--- config.mk ---
export PLATFORM = sky130hd
export DESIGN_NAME = extinguisher_sequencer
export DESIGN_NICKNAME = d
export VERILOG_FILES = /design/src/rtl/extinguisher_sequencer_pkg.sv /design/src/rtl/extinguisher_sequencer_cycle_timer.sv /design/src/rtl/extinguisher_sequencer.sv
export SDC_FILE = /design/constraint.sdc
export NUM_CORES = 1
export LEC_CHECK = 0
export ABC_AREA = 1
export BUFFER_PORTS_ARGS = -buffer_cell sky130_fd_sc_hd__buf_2
export CORE_ASPECT_RATIO = 1.4
export CORE_MARGIN = 3
export CORE_UTILIZATION = 24
export CTS_BUF_LIST = sky130_fd_sc_hd__clkbuf_16
export DETAILED_ROUTE_END_ITERATION = 12
export SLEW_MARGIN = 0
export SYNTH_ARGS = -nofsm -noshare
export SYNTH_HDL_FRONTEND = slang
export SYNTH_HIERARCHICAL = 1
export SYNTH_SLANG_ARGS = --single-unit
--- constraint.sdc ---
create_clock -name clk -period 5.4 [get_ports clk]
set_clock_uncertainty 0.2 [all_clocks]
set_input_delay 0.27 -clock clk [delete_from_list [all_inputs] [get_ports clk]]
set_output_delay 0.27 -clock clk [all_outputs]
set_load 0.005 [all_outputs]
--- src/rtl/extinguisher_sequencer_pkg.sv ---
// Shared state encoding and default timing for the extinguisher sequencer,
// the alarm FSM and the LED decoder.
package extinguisher_sequencer_pkg;

  typedef enum logic [2:0] {
    ST_IDLE  = 3'd0,
    ST_PRE   = 3'd1,
    ST_DISCH = 3'd2,
    ST_LOCK  = 3'd3,
    ST_ABORT = 3'd4
  } seq_state_e;

  localparam int unsigned DEF_PREALARM_CYC  = 8;
  localparam int unsigned DEF_DISCHARGE_CYC = 16;
  localparam int unsigned DEF_LOCKOUT_CYC   = 32;
  localparam int unsigned DEF_CNT_W         = 8;

  // States in which the sequencer itself demands the siren.
  function automatic logic siren_state(input seq_state_e s);
    return (s == ST_PRE) || (s == ST_DISCH);
  endfunction

endpackage

--- src/rtl/extinguisher_sequencer_cycle_timer.sv ---
// Loadable down-counter shared by every timed state; holds at zero.
module cycle_timer
  import extinguisher_sequencer_pkg::*;
#(
  parameter int unsigned CNT_W = DEF_CNT_W
) (
  input  logic             clk,
  input  logic             reset,
  input  logic             load,
  input  logic [CNT_W-1:0] load_val,
  input  logic             en,
  output logic             zero
);

  logic [CNT_W-1:0] cnt_q;

  always_ff @(posedge clk or posedge reset) begin
    if (reset) begin
      cnt_q <= '0;
    end else if (load) begin
      cnt_q <= load_val;
    end else if (en && (cnt_q != '0)) begin
      cnt_q <= cnt_q - 1'b1;
    end
  end

  assign zero = (cnt_q == '0);

endmodule

--- src/rtl/extinguisher_sequencer.sv ---
// Extinguisher discharge sequencer: pre-alarm, valve discharge with
// electrical-fault pause, lockout and manual abort, all outputs registered.
module extinguisher_sequencer
  import extinguisher_sequencer_pkg::*;
#(
  parameter int unsigned PREALARM_CYC  = DEF_PREALARM_CYC,
  parameter int unsigned DISCHARGE_CYC = DEF_DISCHARGE_CYC,
  parameter int unsigned LOCKOUT_CYC   = DEF_LOCKOUT_CYC,
  parameter int unsigned CNT_W         = DEF_CNT_W
) (
  input  logic       clk,
  input  logic       reset,
  input  logic       ext_req,
  input  logic [1:0] boc_req,
  input  logic       int_fe,
  input  logic       abort,
  input  logic       apagsis,
  output logic       valve_open,
  output logic       siren_on,
  output logic       siren_fast,
  output logic       busy,
  output logic       done_pulse,
  output logic [2:0] state_o
);

  localparam logic [CNT_W-1:0] PRE_LOAD   = CNT_W'(PREALARM_CYC - 1);
  localparam logic [CNT_W-1:0] DISCH_LOAD = CNT_W'(DISCHARGE_CYC - 1);
  localparam logic [CNT_W-1:0] LOCK_LOAD  = CNT_W'(LOCKOUT_CYC - 1);

  seq_state_e       state_q;
  seq_state_e       state_nxt;
  logic             tmr_load;
  logic [CNT_W-1:0] tmr_load_val;
  logic             tmr_en;
  logic             tmr_zero;

  cycle_timer #(
    .CNT_W(CNT_W)
  ) u_timer (
    .clk     (clk),
    .reset   (reset),
    .load    (tmr_load),
    .load_val(tmr_load_val),
    .en      (tmr_en),
    .zero    (tmr_zero)
  );

  // Next-state and timer control; apagsis is tested first in every state.
  always_comb begin
    state_nxt    = state_q;
    tmr_load     = 1'b0;
    tmr_load_val = '0;
    tmr_en       = 1'b0;
    case (state_q)
      ST_IDLE: begin
        if (ext_req && !apagsis && !abort) begin
          state_nxt    = ST_PRE;
          tmr_load     = 1'b1;
          tmr_load_val = PRE_LOAD;
        end
      end
      ST_PRE: begin
        if (apagsis) begin
          state_nxt = ST_IDLE;
        end else if (abort) begin
          state_nxt = ST_ABORT;
        end else if (!ext_req) begin
          state_nxt = ST_IDLE;
        end else if (tmr_zero) begin
          state_nxt    = ST_DISCH;
          tmr_load     = 1'b1;
          tmr_load_val = DISCH_LOAD;
        end else begin
          tmr_en = 1'b1;
        end
      end
      ST_DISCH: begin
        // An electrical fault freezes the discharge in place; abort has no say here.
        if (apagsis) begin
          state_nxt = ST_IDLE;
        end else if (!int_fe) begin
          if (tmr_zero) begin
            state_nxt    = ST_LOCK;
            tmr_load     = 1'b1;
            tmr_load_val = LOCK_LOAD;
          end else begin
            tmr_en = 1'b1;
          end
        end
      end
      ST_LOCK: begin
        if (apagsis || tmr_zero) begin
          state_nxt = ST_IDLE;
        end else begin
          tmr_en = 1'b1;
        end
      end
      ST_ABORT: begin
        if (apagsis) begin
          state_nxt = ST_IDLE;
        end else if (!abort) begin
          state_nxt    = ST_LOCK;
          tmr_load     = 1'b1;
          tmr_load_val = LOCK_LOAD;
        end
      end
      default: state_nxt = ST_IDLE;
    endcase
  end

  // State and outputs share one register stage, decoded from the next state.
  always_ff @(posedge clk or posedge reset) begin
    if (reset) begin
      state_q    <= ST_IDLE;
      valve_open <= 1'b0;
      siren_on   <= 1'b0;
      siren_fast <= 1'b0;
      busy       <= 1'b0;
      done_pulse <= 1'b0;
    end else begin
      state_q    <= state_nxt;
      valve_open <= (state_nxt == ST_DISCH) && !int_fe;
      siren_on   <= ((|boc_req) || siren_state(state_nxt)) && !apagsis;
      siren_fast <= (boc_req[1] || (state_nxt == ST_DISCH)) && !apagsis;
      busy       <= (state_nxt != ST_IDLE);
      done_pulse <= (state_q == ST_DISCH) && (state_nxt == ST_LOCK);
    end
  end

  assign state_o = state_q;

endmodule

Word level (Yosys, flattened, before mapping)
Cells that the tools add are included.
{"block": "classes", "n_addsub": 1, "muxes": 43, "n_reduce_logical": 20, "eq_ne": 7}
{"op": "$mux 3", "n": 12}
{"op": "$mux 5", "n": 5}
{"op": "$pmux 5 s4", "n": 1}
{"op": "$mux 1", "n": 16}
{"op": "$mux 4", "n": 4}
{"op": "$mux 8", "n": 2}
{"op": "$pmux 3 s5", "n": 1}
{"op": "$eq 3x2->1 const B", "n": 4}
{"op": "$logic_not 8->1", "n": 1}
{"op": "$reduce_bool 8->1", "n": 1}
{"op": "$sub 8x1->8 const B", "n": 1}
{"op": "$logic_and 1x1->1", "n": 7}
{"op": "$eq 3x1->1 const B", "n": 2}
{"op": "$logic_or 1x1->1", "n": 4}
{"op": "$pmux 1 s4", "n": 1}
{"op": "$eq 3x3->1 const B", "n": 1}
{"op": "$logic_not 1->1", "n": 3}
{"op": "$logic_not 3->1", "n": 1}
{"op": "$pmux 1 s3", "n": 1}
{"op": "$reduce_bool 3->1", "n": 1}
{"op": "$reduce_bool 2->1", "n": 1}
{"op": "$reduce_or 2->1", "n": 1}
{"block": "word_totals", "out_inout_bits": 8, "input_bits": 8, "word_cells": 78, "regBits": 16}

Logic depth before layout (Yosys ltp)
{"block": "logic_depth", "word_depth": 10, "mapped_depth": 16, "mapped_depth_nobuf": 15}

Modules after synthesis
Netlist, hierarchy kept.
{"module": "cycle_timer", "seq_area_each_um2": 200.2, "area_per_inst_um2": 633.1, "cells_per_inst": 91, "n_inst": 1}
{"module": "extinguisher_sequencer", "seq_area_each_um2": 200.2, "area_per_inst_um2": 504.2, "cells_per_inst": 64, "n_inst": 1}

Least setup slack after synthesis
OpenSTA, ideal clock, no wires.
{"block": "synth_timing", "path_type": "flip-flop to flip-flop", "start": "register u_timer.cnt_q[0]", "end": "register u_timer.cnt_q[1]", "period_less_slack_ns": 2.360, "setup_time_ns": 0.118, "arrival_ns": 2.041, "path_stages_with_launch": 15, "slack_ns": 3.040, "t_required_ns": 5.082, "path_buffers": 1, "cell_sequence": "dfrtp_1 -> inv_1 -> ha_1 -> nand2_1 -> nor2_1 -> nand2_1 -> nor2_1 -> nand2_2 -> inv_1 -> nor2_1 -> nand3_1 -> clkbuf_1 -> o21ai_0 -> nand2_1 -> o21ai_2"}
{"block": "synth_via", "elab_cells_between_ends": 31, "classes_between": "add/sub (1); mux (25); reduce/logical (5)"}
{"element": "start: declaration", "line_no": "extinguisher_sequencer_cycle_timer.sv:15", "text": "logic [CNT_W-1:0] cnt_q;"}
{"element": "start signal: assignment", "line_no": "extinguisher_sequencer_cycle_timer.sv:21", "text": "cnt_q <= load_val;"}
{"element": "start signal: assignment", "line_no": "extinguisher_sequencer_cycle_timer.sv:23", "text": "cnt_q <= cnt_q - 1'b1;"}
{"element": "$logic_not 8->1 (*)", "line_no": "extinguisher_sequencer_cycle_timer.sv:27", "text": "assign zero = (cnt_q == '0);"}
{"element": "net tmr_zero", "line_no": "extinguisher_sequencer.sv:35", "text": "logic tmr_zero;"}
{"element": "$mux 1 (*)", "line_no": "extinguisher_sequencer.sv:69, extinguisher_sequencer.sv:82"}
{"element": "$mux 1", "line_no": "extinguisher_sequencer.sv:67", "text": "end else if (!ext_req) begin"}
{"element": "$mux 1", "line_no": "extinguisher_sequencer.sv:65", "text": "end else if (abort) begin"}
{"element": "$mux 1", "line_no": "extinguisher_sequencer.sv:63", "text": "if (apagsis) begin"}
{"element": "$pmux 1 s4 (*)", "line_no": "extinguisher_sequencer.sv:54", "text": "case (state_q)"}
{"element": "net tmr_load", "line_no": "extinguisher_sequencer.sv:32", "text": "logic tmr_load;"}
{"element": "$mux 8 / $reduce_bool 2->1 (equally long branches)"}
Mark *: on every way through the listed nets, which the timed path passes. The rest lies on a longest branch. The select of a mux whose other input is x is not followed.
A chain may end at the register's enable or synchronous reset.

Worst setup path in the final report
{"block": "layout_timing", "start": "register u_timer.cnt_q[0]", "end": "register u_timer.cnt_q[5]"}
Same word-level chain as after synthesis.

==> summary.txt <==
Synthesis
  • Mean Syn Cell Area: 7.34 um^2
  • Library cells used by synthesis: 28
  • Yosys top cell area share: 35.2%
  • Post-synthesis sequential area ratio: 35.2%
  • Mapped cell area: 1140 um^2
  • Dominant cells by area after synthesis: dfrtp_1 35%, nand2_1 14%, nand3_1 7.9%
  • Synth warn: 6
  • Cell count after synthesis: 155
  • Dominant cell type by area after synthesis: dfrtp_1
  • Yosys reg bits: 16

GRT
  • Vias in the first global route: 991
  • First-pass GRT wire length: 4570 um
  • Gr ovfl total: 0
  • Initial antenna violation count: 0
  • Largest net degree at the start of global routing: 16
  • Gr usage total: 10.3%

Clock tree
  • Clk root buf: clkbuf_16
  • Clock slew at reported path FFs: 50 ps
  • Cts repair resizes: 0
  • CTS tree: done
  • Max clock buf depth: 2
  • Setup Fix Bufs, Post-CTS: 0
  • Cts bufs inserted: 3
  • Clock Latency Late Sink: 250 ps
  • CTS sink cnt: 16
  • H-tree Lvls: 1

Cells and area
  • Layout Area Growth over Synthesis: 21.0%
  • Antenna cells: 0
  • Share of layout cells above drive strength 1: 24.6%
  • Seq. cell area: 400 um^2
  • Final-layout fill cell count: 532
  • Nets: 186
  • Area occupied by multi-input gates: 642 um^2

Drt
  • DRT antenna net count: 0
  • Routed Wire Length: 2660 um
  • WL per Instance: 11.2 um
  • Via Count: 1046
  • Metal3 WL: 109 um
  • Wl on met1: 1120 um
  • First-pass DRT Iterations: 5
  • WL met2: 1430 um
  • DRT iter0 DRCs: 33
  • Top layer reached by signal wires: met3
  • DRC viols: 0
  • Vias/cell: 4.41

Critical path
  • CP endpoint kind: register
  • Data arrival, critical path: 2870 ps
  • CP Data Required Time: 5340 ps
  • CP Launch Type: register
  • Worst-path maximum fanout: 15
  • Critical path class: reg -> reg

Floorplanning
  • Core area: 4570 um^2
  • Initial core utilization: 24.9%
  • Die ar.: 5610 um^2
  • I/O pins: 16
  • Die span in x: 64.2 um
  • # rows: 29
  • Die H: 87.5 um

Status
  • Status: complete, no violations

Place
  • Number of buffers added on ports: 15
  • Hpwl dp: 2120 um
  • Placer Congestion: 0.891
  • Pre-CTS WS: 2460 ps

Timing
  • Pins Over Slew Limit: 0
  • Final period utilization: 54.3%
  • PnR worst setup slack: 2470 ps
  • Fmax: 341 MHz
  • Final Critical Period: 2930 ps
  • Final TNS setup: 0 ps
  • Unrepaired setup endpoints after global routing: false
  • Final setup vio count: 0
  • Endpoints failing hold: 0

Pwr
  • Leak pwr: 0.720 nW
  • Power density of the placed cells: 398 nW/um^2
  • Worst IR drop on VDD: 204 uV

Worst hold path
  • Hold Path Class: in -> reg

Run
  • Max-cap violations: 0
## cells in the mapped netlist
master    instances
nor2_4            2
o211ai_1          1
or2_2             1
buf_2             1
nand2_1          41
clkbuf_1          1
nor3_4            1
ha_1              2
o21ai_4           1
nand4_1           5
buf_6             1
nor2_2            3
a31o_2            2
inv_2             2
conb_1            1
nand4_2           1
inv_1            20
nand3_1          18
nor3_1            2
dfrtp_1          16
xnor2_1           2
a21oi_1           1
nand2_2           3
nor2_1           14
o21ai_2           3
nand2_4           2
o21ai_0           4
nand3_2           4
## through the flow
stage | hold slack [ps] | power, W | area (um^2) | instances | utilization [%]
final | 67.9 | 0.000548 | 1380 | 237 | 30.1
after global routing | 69.3 | 0.000592 | 1380 | 237 | 30.1
after CTS | 59.9 | 0.000554 | 1380 | 237 | 30.1
after detailed placement | 57.8 | 0.000400 | 1280 | 231 | 27.9
after global placement | 51.1 | 0.000398 | 1280 | 231 | 27.9
after floorplan | -114 | 0.000353 | 1140 | 157 | -
## worst max-delay path, cell delays in order (launching register included)
cell     delay [ps]
dfrtp_1         370
inv_1           160
ha_1            180
nand2_1         120
nor2_1          300
nand2_1          90
nor2_1          120
nand2_2          80
inv_1            70
nor2_1           60
nand3_1         320
inv_1           290
or2_2           350
nand3_2          70
nand2_1          40
## flip-flops by register name (all words and copies together) (netlist names)
register       flops
busy               1
done_pulse         1
siren_fast         1
siren_on           1
state_o            3
u_timer/cnt_q      8
valve_open         1
## cell type report
cell class	count	area share, %
Timing Repair Buffer	17	6.91
Clock inverter	1	0.273
Clock buffer	3	5.45
Multi-Input combinational cell	116	46.6
Inverter	22	6.00
Tap cell	62	5.64
Sequential cell	16	29.1
## power breakdown
group / internal, W / switching (W) / leakage [nW]
logic: 0.0000843 / 0.000133 / 0.472
registers: 0.000147 / 0.0000347 / 0.210
clock network: 0.0000985 / 0.0000504 / 0.0385
total: 0.000330 / 0.000218 / 0.720
## routing by layer
layer,track usage (%),vias to the layer above
met3,2.58,0
met1,11.6,486
met4,2.50,0
li1,-,533
met5,0,-
met2,19.0,27
## cells in the final DEF, fill, tap and decap left out, types with 2 or more instances in the layout
cell	instances
inv_1	20
buf_2	15
o21ai_2	3
nor2_1	14
nor2_4	2
xnor2_1	2
nor2_2	3
o21ai_0	4
dfrtp_1	16
dlygate4sd3_1	2
inv_2	2
nand3_1	18
a31o_2	2
nand2_2	3
ha_1	2
nand4_1	5
conb_1	3
nor3_1	2
nand2_1	41
clkbuf_16	3
nand2_4	2
nand3_2	4
## kinds of logic after synthesis
logic type	count (synthesis)	synth area share [%]
and+or+nand+nor	97	43.6
buffers and inverters	25	9.02
DFF	16	35.2
AOI/OAI and AO/OA	12	8.14
xor gates and xnor gates	2	1.54
adders and majority gates	2	2.20
other	1	0.330
## path summary, 6_finish.rpt
path,cells past startpoint,slack (ps),end,start
setup / recovery,14,2470,u_timer/cnt_q[5],u_timer/cnt_q[0]
max in group asynchronous,3,4420,done_pulse,reset
min in group asynchronous,3,330,u_timer/cnt_q[1],reset
setup reg to reg,14,2470,u_timer/cnt_q[5],u_timer/cnt_q[0]
hold / removal,2,70,siren_fast,apagsis
hold reg to reg,2,380,u_timer/cnt_q[1],u_timer/cnt_q[1]
## what timing repair did
| action | in CTS | in global routing |
|---|---|---|
| hold buffers | 2 | 0 |
| endpoints found under the setup margin | 0 | 0 |
| hold endpoints to repair | 17 | 0 |
(Power assumes the default switching activity.)
